`config.mk`:
```
export PLATFORM = sky130hd
export DESIGN_NAME = axi_read_slave_bridge_flat
export DESIGN_NICKNAME = d
export VERILOG_FILES = /design/src/rtl/axi_read_slave_bridge_pkg.sv /design/src/rtl/axi_read_slave_bridge_if.sv /design/src/rtl/axi_read_timeout_counter.sv /design/src/rtl/axi_read_slave_bridge.sv /design/src/flat_wrapper.sv
export SDC_FILE = /design/constraint.sdc
export NUM_CORES = 1
export LEC_CHECK = 0
export ABC_AREA = 1
export CAP_MARGIN = 5
export CORE_ASPECT_RATIO = 0.5
export CORE_MARGIN = 4
export CORE_UTILIZATION = 46
export CTS_BUF_LIST = sky130_fd_sc_hd__clkbuf_4 sky130_fd_sc_hd__clkbuf_8 sky130_fd_sc_hd__clkbuf_16
export DETAILED_ROUTE_END_ITERATION = 16
export DONT_BUFFER_PORTS = 1
export HOLD_SLACK_MARGIN = 0.06
export PLACE_DENSITY = 0.62
export SYNTH_ARGS = -nofsm -noshare
export SYNTH_HDL_FRONTEND = slang
export SYNTH_SLANG_ARGS = --single-unit
```
`constraint.sdc`:
```
create_clock -name ACLK -period 6.68 [get_ports ACLK]
set_clock_uncertainty 0.15 [all_clocks]
set_input_delay 1.67 -clock ACLK [delete_from_list [all_inputs] [get_ports ACLK]]
set_output_delay 1.67 -clock ACLK [all_outputs]
set_load 0.02 [all_outputs]
```
`src/rtl/axi_read_slave_bridge_pkg.sv`:
```
// Shared AXI definitions: bus widths and the read response encoding.
package axi_read_slave_bridge_pkg;

    localparam int AXI_ADDR_SIZE = 32;
    localparam int AXI_DATA_SIZE = 4;

    typedef enum logic [1:0] {
        OKAY   = 2'b00,
        EXOKAY = 2'b01,
        SLVERR = 2'b10,
        DECERR = 2'b11
    } axi_response_t;

endpackage

```
`src/rtl/axi_read_slave_bridge_if.sv`:
```
// AXI read-address and read-data channels, seen from the master and from the bridge.
interface axi_read_slave_bridge_if;
    import axi_read_slave_bridge_pkg::*;

    logic [AXI_ADDR_SIZE-1:0]   ARADDR;
    logic                       ARVALID;
    logic                       ARREADY;
    logic [AXI_DATA_SIZE*8-1:0] RDATA;
    axi_response_t              RRESP;
    logic                       RVALID;
    logic                       RREADY;

    modport master (
        output ARADDR, ARVALID, RREADY,
        input  ARREADY, RDATA, RRESP, RVALID
    );

    modport slave (
        input  ARADDR, ARVALID, RREADY,
        output ARREADY, RDATA, RRESP, RVALID
    );

endinterface

```
`src/rtl/axi_read_timeout_counter.sv`:
```
// Wait-cycle counter for the read bridge: clear has priority over enable and
// o_terminal flags the last permitted wait cycle.
module axi_read_timeout_counter #(
    parameter int TIMEOUT_CYCLES = 16
) (
    input  logic i_clk,
    input  logic i_rst,
    input  logic i_clear,
    input  logic i_enable,
    output logic o_terminal
);

    localparam int                CNT_W = $clog2(TIMEOUT_CYCLES + 1);
    localparam logic [CNT_W-1:0] LAST  = CNT_W'(TIMEOUT_CYCLES - 1);

    logic [CNT_W-1:0] r_count;

    // NOTE: sequential state uses non-blocking assignments so every flop samples pre-edge values.
    always_ff @(posedge i_clk or posedge i_rst) begin
        if (i_rst) begin
            r_count <= '0;
        end else if (i_clear) begin
            r_count <= '0;
        end else if (i_enable) begin
            r_count <= r_count + CNT_W'(1);
        end
    end

    assign o_terminal = (r_count == LAST);

endmodule

```
`src/rtl/axi_read_slave_bridge.sv`:
```
// AXI read slave that forwards one address-decoded read at a time to a local
// device, with a bounded wait for the device answer.
module axi_read_slave_bridge
    import axi_read_slave_bridge_pkg::*;
#(
    parameter logic [AXI_ADDR_SIZE-1:0] LOW_ADDRESS    = 32'h0000_0000,
    parameter logic [AXI_ADDR_SIZE-1:0] HIGH_ADDRESS   = 32'h0000_0FFF,
    parameter int                       TIMEOUT_CYCLES = 16
) (
    input  logic                       ACLK,
    input  logic                       ARESET,
    axi_read_slave_bridge_if.slave     axi,
    output logic [AXI_ADDR_SIZE-1:0]   read_address_o,
    output logic                       read_request_o,
    input  logic [AXI_DATA_SIZE*8-1:0] read_data_i,
    input  logic                       read_valid_i,
    input  logic                       read_error_i
);

    typedef enum logic [1:0] {
        IDLE,
        WAIT_DATA,
        RESPOND
    } state_t;

    state_t                     r_state;
    state_t                     w_next_state;
    logic [AXI_DATA_SIZE*8-1:0] r_rdata;
    axi_response_t              r_rresp;
    logic [AXI_ADDR_SIZE-1:0]   r_read_address;
    logic                       r_read_request;

    logic w_ar_handshake;
    logic w_in_window;
    logic w_wait_enable;
    logic w_timeout;

    assign w_ar_handshake = (r_state == IDLE) && axi.ARVALID;
    // Offset compare keeps the window check free of constant comparisons when LOW_ADDRESS is 0.
    assign w_in_window    = (axi.ARADDR - LOW_ADDRESS) <= (HIGH_ADDRESS - LOW_ADDRESS);
    assign w_wait_enable  = (r_state == WAIT_DATA) && !read_valid_i;

    axi_read_timeout_counter #(
        .TIMEOUT_CYCLES (TIMEOUT_CYCLES)
    ) u_timeout (
        .i_clk      (ACLK),
        .i_rst      (ARESET),
        .i_clear    (w_ar_handshake),
        .i_enable   (w_wait_enable),
        .o_terminal (w_timeout)
    );

    always_ff @(posedge ACLK or posedge ARESET) begin
        if (ARESET) begin
            r_state <= IDLE;
        end else begin
            r_state <= w_next_state;
        end
    end

    // NOTE: next state is defaulted before the case so no path leaves it unassigned (no latch).
    always_comb begin
        w_next_state = r_state;
        unique case (r_state)
            IDLE: begin
                if (axi.ARVALID) begin
                    w_next_state = w_in_window ? WAIT_DATA : RESPOND;
                end
            end
            WAIT_DATA: begin
                if (read_valid_i || w_timeout) begin
                    w_next_state = RESPOND;
                end
            end
            RESPOND: begin
                if (axi.RREADY) begin
                    w_next_state = IDLE;
                end
            end
            default: w_next_state = IDLE;
        endcase
    end

    // Response registers change only on entry to RESPOND, so they hold through back-pressure.
    always_ff @(posedge ACLK or posedge ARESET) begin
        if (ARESET) begin
            r_rdata        <= '0;
            r_rresp        <= OKAY;
            r_read_address <= '0;
            r_read_request <= 1'b0;
        end else begin
            r_read_request <= 1'b0;
            unique case (r_state)
                IDLE: begin
                    if (axi.ARVALID) begin
                        r_read_address <= axi.ARADDR;
                        if (w_in_window) begin
                            r_read_request <= 1'b1;
                        end else begin
                            r_rdata <= '0;
                            r_rresp <= DECERR;
                        end
                    end
                end
                WAIT_DATA: begin
                    if (read_valid_i) begin
                        r_rdata <= read_data_i;
                        r_rresp <= read_error_i ? SLVERR : OKAY;
                    end else if (w_timeout) begin
                        r_rdata <= '0;
                        r_rresp <= SLVERR;
                    end
                end
                default: ;
            endcase
        end
    end

    assign axi.ARREADY    = (r_state == IDLE);
    assign axi.RVALID     = (r_state == RESPOND);
    assign axi.RDATA      = r_rdata;
    assign axi.RRESP      = r_rresp;
    assign read_address_o = r_read_address;
    assign read_request_o = r_read_request;

endmodule

```
`src/flat_wrapper.sv`:
```
// flat-port wrapper written by rule: the top's interface ports become plain ports
module axi_read_slave_bridge_flat import axi_read_slave_bridge_pkg::*;
#(
    parameter logic [AXI_ADDR_SIZE-1:0] LOW_ADDRESS    = 32'h0000_0000,
    parameter logic [AXI_ADDR_SIZE-1:0] HIGH_ADDRESS   = 32'h0000_0FFF,
    parameter int                       TIMEOUT_CYCLES = 16
)
  (ACLK, ARESET, read_address_o, read_request_o, read_data_i, read_valid_i, read_error_i, axi_ARADDR, axi_ARVALID, axi_RREADY, axi_ARREADY, axi_RDATA, axi_RRESP, axi_RVALID);
  axi_read_slave_bridge_if axi_i ();
  input  logic ACLK;
  input  logic ARESET;
  output logic [AXI_ADDR_SIZE-1:0] read_address_o;
  output logic read_request_o;
  input  logic [AXI_DATA_SIZE*8-1:0] read_data_i;
  input  logic read_valid_i;
  input  logic read_error_i;
  input wire logic [$bits(axi_i.ARADDR)-1:0] axi_ARADDR;
  input wire logic [$bits(axi_i.ARVALID)-1:0] axi_ARVALID;
  input wire logic [$bits(axi_i.RREADY)-1:0] axi_RREADY;
  output wire logic [$bits(axi_i.ARREADY)-1:0] axi_ARREADY;
  output wire logic [$bits(axi_i.RDATA)-1:0] axi_RDATA;
  output wire logic [$bits(axi_i.RRESP)-1:0] axi_RRESP;
  output wire logic [$bits(axi_i.RVALID)-1:0] axi_RVALID;
  assign axi_i.ARADDR = axi_ARADDR;
  assign axi_i.ARVALID = axi_ARVALID;
  assign axi_i.RREADY = axi_RREADY;
  assign axi_ARREADY = axi_i.ARREADY;
  assign axi_RDATA = axi_i.RDATA;
  assign axi_RRESP = axi_i.RRESP;
  assign axi_RVALID = axi_i.RVALID;
  axi_read_slave_bridge #(.LOW_ADDRESS(LOW_ADDRESS), .HIGH_ADDRESS(HIGH_ADDRESS), .TIMEOUT_CYCLES(TIMEOUT_CYCLES)) u_core (.ACLK(ACLK), .ARESET(ARESET), .axi(axi_i), .read_address_o(read_address_o), .read_request_o(read_request_o), .read_data_i(read_data_i), .read_valid_i(read_valid_i), .read_error_i(read_error_i));
endmodule
```
# Word level (Yosys, flattened, before mapping)
# Cells that the tools add are included.
# W data, S select, Z words.
# classes
mux,21
n_lt_le_gt_ge,1
add_sub_neg,1
n_reduce_logical,10
n_eq_ne,8
# op_table
cell,count
$mux W32,4
$pmux W32 S2,1
$le A32 B12 Y1 const B,1
$mux W2,9
$mux W5,2
$ne A2 B2 Y1 const B,4
$pmux W2 S3,1
$add A5 B1 Y5 const B,1
$eq A5 B4 Y1 const B,1
$pmux W2 S2,1
$reduce_and A4 Y1,1
$reduce_bool A2 Y1,2
$mux W1,3
$ne A3 B2 Y1 const B,1
$reduce_and A3 Y1,1
$eq A2 B1 Y1 const B,1
$eq A2 B2 Y1 const B,1
$logic_and A1 B1 Y1,2
$logic_not A2 Y1,1
$reduce_and A2 Y1,1
$logic_not A1 Y1,1
$logic_or A1 B1 Y1,1
# word_totals
reg_bits,74
wordCells,47
output_inout_bits,69

# Longest topological paths before layout
# Gate-level depths: netlist of run 1.
# depth
depth_word,4
depth_mapped,12
depth_no_buf,11

# By module
# A second synthesis of run 1 with hierarchy kept.
# hier_totals
cells_unflattened,355
area_unflattened_um2,3059.2
# modules_own_cells
module,seq_area_each_um2,cells_each,area_per_inst_um2,n_inst
axi_read_slave_bridge,1726.7,324,2785.2,1
axi_read_timeout_counter,125.1,31,274.0,1

# Worst setup path after synthesis of run 1
# OpenSTA, ideal clock, no wires.
# synth_timing
path_type,in2reg
start,in axi_ARADDR[30]
end,reg u_core.r_state[1]
path_stages,7
arrival_time_ns,2.369
required_time_ns,6.411
setup_time_ns,0.119
slack_ns,4.042
cell_sequence,nor2_1 > nand2_1 > nor2_1 > nand3_2 > nand2_2 > buf_4 > nand2_1
# synth_between
elab_chain_len,4
# synth_lines
element,line,source
"start, declared",flat_wrapper.sv:17,input wire logic [$bits(axi_i.ARADDR)-1:0] axi_ARADDR;
$le A32 B12 Y1,axi_read_slave_bridge.sv:40,assign w_in_window = (axi.ARADDR - LOW_ADDRESS) <= (HIGH_ADDRESS - LOW_ADDRESS);
$mux W2,axi_read_slave_bridge.sv:67,w_next_state = w_in_window ? WAIT_DATA : RESPOND;
$mux W2,axi_read_slave_bridge.sv:66,if (axi.ARVALID) begin
$pmux W2 S3,axi_read_slave_bridge.sv:64,unique case (r_state)
"end signal, assigned",axi_read_slave_bridge.sv:57,r_state <= w_next_state;
"end, declared",axi_read_slave_bridge.sv:26,state_t r_state;
# No other way between the ends. The select of a mux whose other input is x is not followed.
# A chain may end at the register's enable or synchronous reset.

# Worst setup path in the final report of run 1
# layout_timing
start,in axi_ARVALID
end,reg u_core.u_timeout.r_count[0]
# layout_between
elab_chain_len,2
# layout_lines
element,line,source
"start, declared",flat_wrapper.sv:18,input wire logic [$bits(axi_i.ARVALID)-1:0] axi_ARVALID;
$logic_and A1 B1 Y1 *,axi_read_slave_bridge.sv:38,assign w_ar_handshake = (r_state == IDLE) && axi.ARVALID;
$mux W5 or $reduce_bool A2 Y1 (tied branches),--,
"end signal, assigned",axi_read_timeout_counter.sv:25,r_count <= r_count + CNT_W'(1);
"end, declared",axi_read_timeout_counter.sv:16,logic [CNT_W-1:0] r_count;
# Mark *: on every way between the ends. The rest lies on a longest branch, timed or not.

==> metrics list, run 1 <==
- Setup Crit Path Kind: primary input to flip-flop
- Prior to clock tree synthesis, the placed netlist has a worst setup slack of about 2.3 ns.
* Count of instances resized after the clock tree is built: 0
- Summed negative setup slack over all endpoints: 0 ns
* Maximum frequency from static timing analysis: 0.248 GHz
* Filler cell count in the final layout: 566
- CP Cell Sequence: nand2_1 -> clkinv_1 -> a21oi_1 -> o21a_1
* Total Routed Length: 6330 µm
- Cells with a size suffix above 1 make up roughly 7.0% of the layout.
* I/O Pins: 139
* Maximum net fanout on the critical path: 35
- Using the TritonRoute via totals, the vias-per-cell ratio works out to between 4 and 5.
- The first global-routing pass estimated approximately 10000 µm of wire.
- After synthesis, the most frequently instantiated cells are 209 x sky130_fd_sc_hd__nand2_1, 74 x sky130_fd_sc_hd__dfrtp_1, 21 x sky130_fd_sc_hd__nor2_1.
- The H-tree was split into 3 levels.
* Biggest cell delay along the critical path: approximately 1.1 ns
- Via count of the first global-routing pass: 2152
- The synthesized design spends more area on one cell type than any other, namely sky130_fd_sc_hd__dfrtp_1.
- The area growth from synthesis to layout is 13.0%.
* Count of antenna-violating nets left after detailed routing: 0
- Hold Crit Start: u_core.u_timeout.r_count[1]
* First-iteration detailed-routing DRC count: 150
* Post-Syn Area: 2970 µm²
- Hold worst-path end: u_core.u_timeout.r_count[1]
- Portion of synthesized cell area occupied by the leading cell type: roughly 62%
- Number of setup buffers added after CTS: 0
* Max_slew headroom: between 20% and 30%
* Distinct cell type count after synthesis: 18
- Ranked by total cell area, the synthesized netlist is headed by sky130_fd_sc_hd__dfrtp_1 62%, sky130_fd_sc_hd__nand2_1 26%, sky130_fd_sc_hd__nor2_1 2.7%.
- The number of antenna diodes in the final layout is 0.
- From left edge to right edge, the die measures ~120 µm.
- For this configuration, the core starts out at a cell density of 48.3%.
- The worst register-to-register path ends at u_core.u_timeout.r_count[0].
- For this run, the leading register cell type out of synthesis is sky130_fd_sc_hd__dfrtp_1.
* Critical path capture point type: flip-flop
* Global routing usage summed across all routing layers: between 10% and 20%
- CTS Root Cell: sky130_fd_sc_hd__clkbuf_16
- Clock Sink Count: 74
- Core footprint: between 6000 and 7000 µm²
- Sequential cell area fraction in the yosys report: between 60% and 70%
- The worst hold path belongs to the class flip-flop to flip-flop.
* Fraction of registers with async set or reset after synthesis: 100%
- For the worst flop-to-flop path, the logic depth is 5.
- Synthesized netlist net count: approximately 430
- Worst Hold Margin: 0.390 ns
- Leakage Power: between 1.5 and 2 nW
- Clock-pin slew on the worst setup and hold paths: 0.05 ns
* Clock latency reported for the late side of the worst-skew pair: 0.31 ns
* Part of the cycle the worst path needs: 60.3%
* Pre-Repair DR Iteration Count: 4
* Sum of overflow across all layers after global routing: 0
* Number of buffers inserted by port buffering: 0
- The die is about 65 µm tall.
- Initial antenna violation count: 0
- Largest net degree at the start of global routing: 75
* Highest ir drop seen on vdd: between 0.2 and 0.25 mV
* Buffer depth of the longest clock path: 2
- Required time at the endpoint of the critical path: between 6 and 7 ns
* CTS Buf Count: 9
- Die outline area: ~8000 µm²
- Setup repair after global routing missed its margin: false
* Critical path data arrival time: around 4.1 ns
- Total number of placement rows: 20
* Synthesized area per cell: around 8.4 µm²
* Number of failing hold endpoints at the final stage: 0
- The design draws 1.48 mW.
* Worst slew pin tran: 1.13 ns
- Final estimated routing congestion in global placement: between 0.7 and 0.8
- Dividing total power by cell area gives a power density of about 440 nW/µm².
- The slowest stage of the critical path is the sky130_fd_sc_hd__clkinv_1 cell.
- TritonCTS clock tree: done
- The flow ran to the end, and the final reports show no timing, DRC or antenna violations.
- The Yosys step of the flow raised 0 warnings.
- Worst Hold Path Cells: 2
- After synthesis the netlist holds a flip-flop and latch count of 74.
* Min Clock Period, post-route: around 4.0 ns
- Setup violations remaining at the end of the flow were counted as 0.
* Final setup slack of the worst path: between 2 and 3 ns
* Worst setup path start: axi_ARVALID
- Most frequent cell after synthesis: sky130_fd_sc_hd__nand2_1
- Synthesis produced 353 cells.
* DRC: 0
- The worst setup path is launched from a primary input.
- Max Cap Viol: 0
* Total number of vias: 2134
* Post-detailed-route wirelength per cell: ~14 µm
- The number of max-slew violations in the final report is 0.
- Yosys mapped a number of flops with a built-in enable equal to 0.
- Buffers inserted to repair hold after CTS numbered 0.
* Net count, final: 425
* Dpl hpwl: 4520 µm
* R2R setup slack: roughly 3.4 ns
* Launch instance of the worst register-to-register path: u_core.r_state[1]
[flip-flops by register name (all words and copies together), names as in the netlist]
signal	flops
u_core.read_address_o	32
u_core.u_timeout.r_count	5
u_core.read_request_o	1
u_core.r_state	2
u_core.axi.RDATA	32
u_core.axi.RRESP	2
[cells in the final DEF (no fill, tap or decap), drive strengths merged]
cell type and n:
nand2 212, dfrtp 74, nor2 23, clkbuf 13, inv 12, nand3 7
nor3 5, a21oi 2, o21ai 2, ha 2, bufinv 2, clkinv 1
o21a 1, buf 1
[per-stage QoR]
step / utilization [%] / instances / instance area (µm²)
global placement: 49.3 / 430 / 3030
finish: 54.6 / 445 / 3360
floorplan: - / 353 / 2970
CTS: 54.6 / 445 / 3360
detailed placement: 49.3 / 430 / 3030
global route: 54.6 / 445 / 3360
[cell type report]
class,count,area [µm²],area share (%)
Multi-Input combinational cell,254,1010,30.2
Clock inverter,2,60.1,1.79
Sequential cell,74,1850,55.1
Clock buffer,13,268,7.97
Tap cell,88,110,3.28
Inverter,13,48.8,1.45
Timing Repair Buffer,1,7.51,0.223
[metal layers]
layer | track usage, % | wire length (µm)
met5 | 0 | 0
met4 | 5.03 | 42
met3 | 8.28 | 787
met2 | 27.5 | 2960
met1 | 18.4 | 2530
[worst max-delay path by stage]
stage / cells after the start / endpoint
3_5_place_dp: 4 / u_core.u_timeout.r_count[0]
5_1_grt: 4 / u_core.u_timeout.r_count[0]
6_report: 4 / u_core.u_timeout.r_count[0]
3_3_place_gp: 4 / u_core.u_timeout.r_count[0]
4_1_cts: 4 / u_core.u_timeout.r_count[0]
2_1_floorplan: 1 / u_core.axi.RDATA[0]
[report_power, final]
group / switching, mW / internal (mW) / total (mW)
Combinational: 0.152 / 0.0637 / 0.215
Clock: 0.159 / 0.353 / 0.513
Sequential: 0.202 / 0.550 / 0.751
[cell families after synthesis]
family	after synthesis	synth area share [%]
adder cells (fa/ha/maj)	2	0.842
buffers and inverters	25	3.66
AND/OR/NAND/NOR	247	32.3
AO/OA/AOI/OAI	5	0.926
flip-flops	74	62.3
[critical path, delay by kind of cell]
family          cells  cell delay, ns
buf+inv             1            1.12
simple gates        1            0.78
compound gates      2            0.53
Note: power is estimated with default switching activity, not from simulation.
==> inputs of run 2 (changes only) <==
--- a/config.mk
+++ b/config.mk
@@ -14,7 +14,7 @@
 export DETAILED_ROUTE_END_ITERATION = 16
 export DONT_BUFFER_PORTS = 1
 export HOLD_SLACK_MARGIN = 0.06
-export PLACE_DENSITY = 0.62
+export PLACE_DENSITY = 0.64
 export SYNTH_ARGS = -nofsm -noshare
 export SYNTH_HDL_FRONTEND = slang
 export SYNTH_SLANG_ARGS = --single-unit
==> constraint.sdc (replaced) <==
create_clock -name ACLK -period 3.46 [get_ports ACLK]
set_clock_uncertainty 0.15 [all_clocks]
set_input_delay 0.865 -clock ACLK [delete_from_list [all_inputs] [get_ports ACLK]]
set_output_delay 0.865 -clock ACLK [all_outputs]
set_load 0.02 [all_outputs]
==> metrics list, run 2 (synthesized netlist as in run 1, its figures left out) <==
- The flow ran to the end, and the final reports show no timing, DRC or antenna violations.
- Synth-to-Final Area Change: 12.0%
* Element type at the critical path start: flip-flop
* Buffer depth of the longest clock path: 2
- Seq pwr share: approximately 54%
- For the pin with the worst max-slew slack, the measured transition is around 0.6 ns.
- Via density: 4.79
* Part of the cycle the worst path needs: 63.8%
* Wire length of the first global-routing pass: 9880 µm
- First-iteration detailed-routing DRC count: 150
- Summed negative setup slack over all endpoints: 0 ns
- Min Clock Period, post-route: about 2.2 ns
- Initial antenna violation count: 0
* Hold buffer count at CTS: 0
- Number of setup buffers added after CTS: 0
* Clock-pin slew on the worst setup and hold paths: approximately 0.05 ns
* CTS Root Cell: sky130_fd_sc_hd__clkbuf_16
- The clock network is responsible for between 30% and 40% of the overall power.
- PwrDens: ~800 nW/µm²
- Maximum frequency from static timing analysis: ~0.45 GHz
* Largest net degree at the start of global routing: 36
- Dpl hpwl: ~4500 µm
* Sum of overflow across all layers after global routing: 0
- The internal portion of the total power is 1.72 mW.
- After detailed routing, the number of remaining DRC violations is 0.
- The final route contains 2141 vias.
- Post-detailed-route wirelength per cell: between 10 and 15 µm
- Along the worst path, the maximum fanout reaches 3.
- The floorplan has 20 rows.
- Required time at the endpoint of the critical path: 2.44 ns
* Number of buffers inserted by port buffering: 0
- The clock net in this run drives a total of 74 sinks.
- Via count of the first global-routing pass: around 2100
- Pre-Repair DR Iteration Count: 4
* Setup Viol. Count Final: 0
- Post-layout util: 54.1%
- Wires add up to around 6200 µm.
* Global routing usage summed across all routing layers: roughly 17%
- Worst Hold Margin: 0.337 ns
* Clock latency reported for the late side of the worst-skew pair: approximately 0.33 ns
- Of the cells placed in the final design, the portion with a size suffix greater than 1 is under 10%.
- Highest ir drop seen on vdd: ~0.44 mV
- R2R setup slack: about 1.3 ns
- STA classifies the critical path endpoint as a primary output.
- The library cell used most frequently in the layout, excluding fill and tap cells, is sky130_fd_sc_hd__nand2_1.
* CTS Buf Count: 9
* FF-to-FF path depth: 11
- Setup repair after global routing left no endpoint under its margin.
* Antenna diode count: 0
- During I/O placement, the number of pins put on the boundary was between 100 and 150.
- Capturing instance or port of the critical path: axi_RVALID
- Area used by multi-input combinational logic: roughly 1000 µm²
- In this run the horizontal extent of the chip is between 100 and 150 µm.
- TritonCTS clock tree: done
* Initial core utilization: approximately half
- Switching fraction of total power: a little over a third
- The net count of the finished layout is approximately 430.
- By startpoint and endpoint, the worst setup path is classified as flip-flop to primary output.
* Reg area: between 1500 and 2000 µm²
- Number of failing hold endpoints at the final stage: 0
- Max Cap Viol: 0
- The region available for standard cell placement spans 6160 µm².
- Max_slew headroom: approximately three fifths
- The congestion estimate from routability-driven global placement came to just over 0.7.
- Gates resized during post-CTS repair numbered 0.
* Number of levels in the clock H-tree: 3
- Most used cells in the layout excluding fill and tap cells: 209 x sky130_fd_sc_hd__nand2_1, 74 x sky130_fd_sc_hd__dfrtp_1, 20 x sky130_fd_sc_hd__nor2_1
- The worst register-to-register path ends at u_core.axi.RDATA[17].
- Counting the fill cells in the layout gives around 560.
- Critical path data arrival time: around 1.2 ns
- Worst setup path start: u_core.r_state[1]
- Summed over all cells, the static leakage comes to 1.84 nW.
- Once detail routing completed, the nets flagged for antenna violations numbered 0.
- Total net switching power: just under 1 mW
* Path category of the worst min-delay check: primary input to asynchronous set/reset pin
- The worst register-to-register path begins at u_core.u_timeout.r_count[0].
* Combinational power share: between 15 and 20%
* Height of the die: 64.8 µm
- The die covers just under 8000 µm².
* Final Max Slew Viols: 0
-- run 2: stage by stage --
| step | cell area, µm² | power (mW) | setup WS [ns] | cells |
|---|---|---|---|---|
| after floorplan | 2970 | 1.79 | 0.563 | 353 |
| after global placement | 3060 | 1.88 | 1.23 | 434 |
| after detailed placement | 3060 | 1.89 | 1.18 | 434 |
| after CTS | 3330 | 2.74 | 1.23 | 447 |
| after global routing | 3330 | 2.88 | 1.05 | 447 |
| final | 3330 | 2.70 | 1.25 | 447 |
-- run 2: worst min path at each step --
stage | from | to | slack, ns | depth (start not counted)
after floorplan | u_core.u_timeout.r_count[4] | u_core.u_timeout.r_count[4] | 0.33 | 2
after global placement | u_core.u_timeout.r_count[4] | u_core.u_timeout.r_count[4] | 0.35 | 2
after detailed placement | u_core.u_timeout.r_count[1] | u_core.u_timeout.r_count[1] | 0.38 | 2
after CTS | ARESET | u_core.axi.RDATA[28] | 0.35 | 1
after global routing | ARESET | u_core.axi.RDATA[8] | 0.38 | 1
final | ARESET | u_core.axi.RDATA[5] | 0.34 | 1
-- run 2: power groups by stage --
stage               sequential [mW]  combinational (mW)  clock, mW
floorplan                      1.41               0.373          0
global placement               1.47               0.411          0
global route                   1.47               0.502      0.899
CTS                            1.45               0.431      0.854
detailed placement             1.46               0.436          0
finish                         1.45               0.419      0.831
-- run 2: final cells by class --
| class | instances | area share [%] |
|---|---|---|
| timing repair buffer | 5 | 1.13 |
| inverter | 13 | 1.47 |
| clock buffer | 13 | 8.04 |
| sequential | 74 | 55.6 |
| tap | 88 | 3.31 |
| multi-input combinational | 254 | 30.5 |
-- run 2: per-layer routing --
layer / GRT usage [%] / routed length, µm / vias up
li1: - / - / 1067
met1: 19.5 / 2520 / 979
met2: 25.6 / 2860 / 88
met3: 10.9 / 749 / 7
met4: 5.45 / 78 / 0
met5: 0 / 0 / -
-- run 2: critical path: stages, from the launching register on --
cell and delay (ns):
sky130_fd_sc_hd__dfrtp_1 0.40, sky130_fd_sc_hd__inv_1 0.08, sky130_fd_sc_hd__nor2_1 0.38
==> inputs of run 3 (changes only) <==
==> constraint.sdc (replaced) <==
create_clock -name ACLK -period 1.8 [get_ports ACLK]
set_clock_uncertainty 0.15 [all_clocks]
set_input_delay 0.45 -clock ACLK [delete_from_list [all_inputs] [get_ports ACLK]]
set_output_delay 0.45 -clock ACLK [all_outputs]
set_load 0.02 [all_outputs]
==> metrics list, run 3 (synthesized netlist as in run 1, its figures left out) <==
- The pre-antenna-repair detailed-routing pass consisted of 4 iterations.
- Required time at the endpoint of the critical path: 1.87 ns
- In the final layout, the share of cells above drive strength 1 is 22.1%.
* CP Cell Sequence: ha_2 -> inv_2 -> nor3_2 -> ha_2 -> nor2_2 -> nand2_2 -> nand2_2 -> nor2_4 -> nand2_8 -> clkbuf_16 -> nand2_2 -> nand2_1
- Hold Crit Start: axi_ARADDR[30]
- Leaving out fill and tap cells, the most frequent cell in the layout is sky130_fd_sc_hd__nand2_1.
- Number of cells in the finished layout apart from fillers: 464
- The clock tree synthesis step divided the H-tree into 3 levels.
- The worst register-to-register path begins at u_core.u_timeout.r_count[1].
* Amount of wire on met2 after detailed routing: 3530 µm
- After layout, the worst path uses 105% of the clock period.
- The die is 64.8 µm tall.
- Buffer depth of the longest clock path: 2
* Biggest cell delay along the critical path: 0.36 ns
* Clock Sink Count: 74
- Global routing usage summed across all routing layers: 19.0%
- The library cells used most frequently in the layout, excluding fill and tap cells, are 174 x sky130_fd_sc_hd__nand2_1, 74 x sky130_fd_sc_hd__dfrtp_1, 28 x sky130_fd_sc_hd__nand2_2.
- Setup repair after global routing missed its margin: true
- Count of antenna-violating nets left after detailed routing: 0
* Final Cell Area: about 3700 µm²
- Counting cells, the worst reg-to-reg path comes to 12.
* Overall die width: between 100 and 150 µm
* Run status: finished with violations
- The number of endpoints with negative hold slack in the final report was 0.
- In the final routed layout, each cell accounts on average for roughly 15 µm.
- Dpl hpwl: 4760 µm
* Die outline area: 7890 µm²
* Met3 layer wire length in the routed design: between 700 and 800 µm
- Critical path capture point type: flip-flop
* Min Clock Period, post-route: about 1.9 ns
- Number of buffers inserted by port buffering: 0
- Antenna diode count: 0
- Total number of placement rows: 20
- Setup Viol. Count Final: 34
* Total routed wire length on the met1 layer: approximately 2700 µm
* Power after layout: 5.99 mW
* CTS Buf Count: 9
- The number of global-route vias before repair is 2460.
- R2R setup slack: -0.09 ns
* Total Routed Length: ~7000 µm
- Placed insts: 440
- The endpoint identified for the worst register-to-register timing path is u_core.axi.RDATA[21].
- In this design, the largest share of critical-path delay is due to simple AND/OR/NAND/NOR gates.
- At the end of routability-driven placement, the weighted congestion stood at 0.724.
* Failing checks: setup timing
- Initial antenna violation count: 0
- The detailed router used layers up to and including met4.
- Core footprint: between 6000 and 7000 µm²
* Worst path bufs/invs: 2
- Largest net degree at the start of global routing: 75
* Net count, final: 443
- The first global-routing pass estimated around 12000 µm of wire.
- Element type at the critical path start: flip-flop
* Hold worst-path end: u_core.read_address_o[30]
- Setup Crit Path Kind: flip-flop to flip-flop
- Max_slew headroom: 74.2%
* Clock-pin slew on the worst setup and hold paths: roughly 0.060 ns
- Data on the critical path arrives at its endpoint at between 1.5 and 2 ns.
- Crit path max-delay cell type: sky130_fd_sc_hd__dfrtp_1
- In this run the power density over the cells is 1600 nW/µm².
* Final setup slack of the worst path: -0.0872 ns
- Worst slack, placed: -0.0419 ns
- The tree is rooted in a sky130_fd_sc_hd__clkbuf_16.
- Most common cell type on the critical path: sky130_fd_sc_hd__nand2_2
- Along the worst path, the maximum fanout reaches 6.
* Maximum frequency from static timing analysis: between 0.5 and 0.6 GHz
* Post-detailed-placement cell area: 3160 µm²
- Path category of the worst min-delay check: primary input to flip-flop
* Worst slew pin tran: 0.387 ns
* Final Max Slew Viols: 0
- Adding up every negative setup slack in the final design gives -2.23 ns.
* Leakage Power: roughly 2 nW
- Counting instances, the worst hold path has a depth of 2.
- Sum of overflow across all layers after global routing: 0
- Highest ir drop seen on vdd: 0.752 mV
- Max-cap violations in this run came to 0.
* Initial core utilization: between 40 and 50%
* Total number of vias: 2276
* TritonCTS clock tree: done
- DRC: 0
- Clock latency reported for the late side of the worst-skew pair: roughly 0.32 ns
- First-iteration detailed-routing DRC count: 132
- roughly 140 I/O pins were placed.
- Via density: 4.91
- Compared with the post-synthesis result, the final layout area differs by 26.0%.
## run 3: cell types whose count changed in the layout (fill, tap and decap cells not counted), sizes merged
| cell | previous run | this run |
|---|---|---|
| clkbuf | 13 | 11 |
| buf | 5 | 17 |
| clkinvlp | 0 | 4 |
| dlygate4sd3 | 0 | 1 |
| clkinv | 1 | 2 |
| bufinv | 0 | 1 |
## run 3: how the worst max path moves through the flow
stage / slack (ns) / endpoint / cells after the start / from
detailed placement: -0.04 / u_core.axi.RDATA[17] / 12 / u_core.u_timeout.r_count[1]
floorplan: 0.03 / u_core.axi.RDATA[0] / 12 / u_core.u_timeout.r_count[0]
finish: -0.09 / u_core.axi.RDATA[21] / 12 / u_core.u_timeout.r_count[1]
global placement: 0.03 / u_core.axi.RDATA[1] / 12 / u_core.u_timeout.r_count[1]
global route: -0.19 / u_core.axi.RDATA[30] / 12 / u_core.u_timeout.r_count[1]
CTS: -0.02 / u_core.axi.RDATA[17] / 12 / u_core.u_timeout.r_count[1]
## run 3: per-stage QoR
stage	hold WS [ns]	util [%]
after floorplan	0.328	-
after global placement	0.301	51.4
after detailed placement	0.311	51.4
after CTS	0.0660	57.9
after global routing	0.0677	60.8
final	0.0810	60.8
## run 3: layout make-up
class,instances,area (µm²)
multi-input cells,254,1180
clock buffers,10,233
repair buffers,19,253
clock inverters,6,66.3
flip-flops and latches,74,1850
inverters,13,52.6
fillers,539,2410
well taps,88,110
## run 3: power by group
group          total [mW]  switching (mW)  internal [mW]  leakage (nW)
logic                1.43           0.785          0.644         0.893
registers            2.80           0.759           2.04         0.974
clock network        1.76           0.671           1.09         0.139
## run 3: metal layers
layer,GRT usage [%],vias to the layer above
met5,0,-
met4,5.17,0
met3,9.15,6
met2,31.8,96
met1,22.1,1073
li1,-,1101
## run 3: what timing repair did
| item | in CTS | in global routing |
|---|---|---|
| pin swaps | 1 | 8 |
| cloned | 2 | 1 |
| buffers inserted | 2 | 2 |
| endpoints found under the hold margin | 74 | 0 |
| gates resized for setup | 9 | 45 |
| setup endpoints to repair | 34 | 35 |
| hold buffers | 1 | 0 |
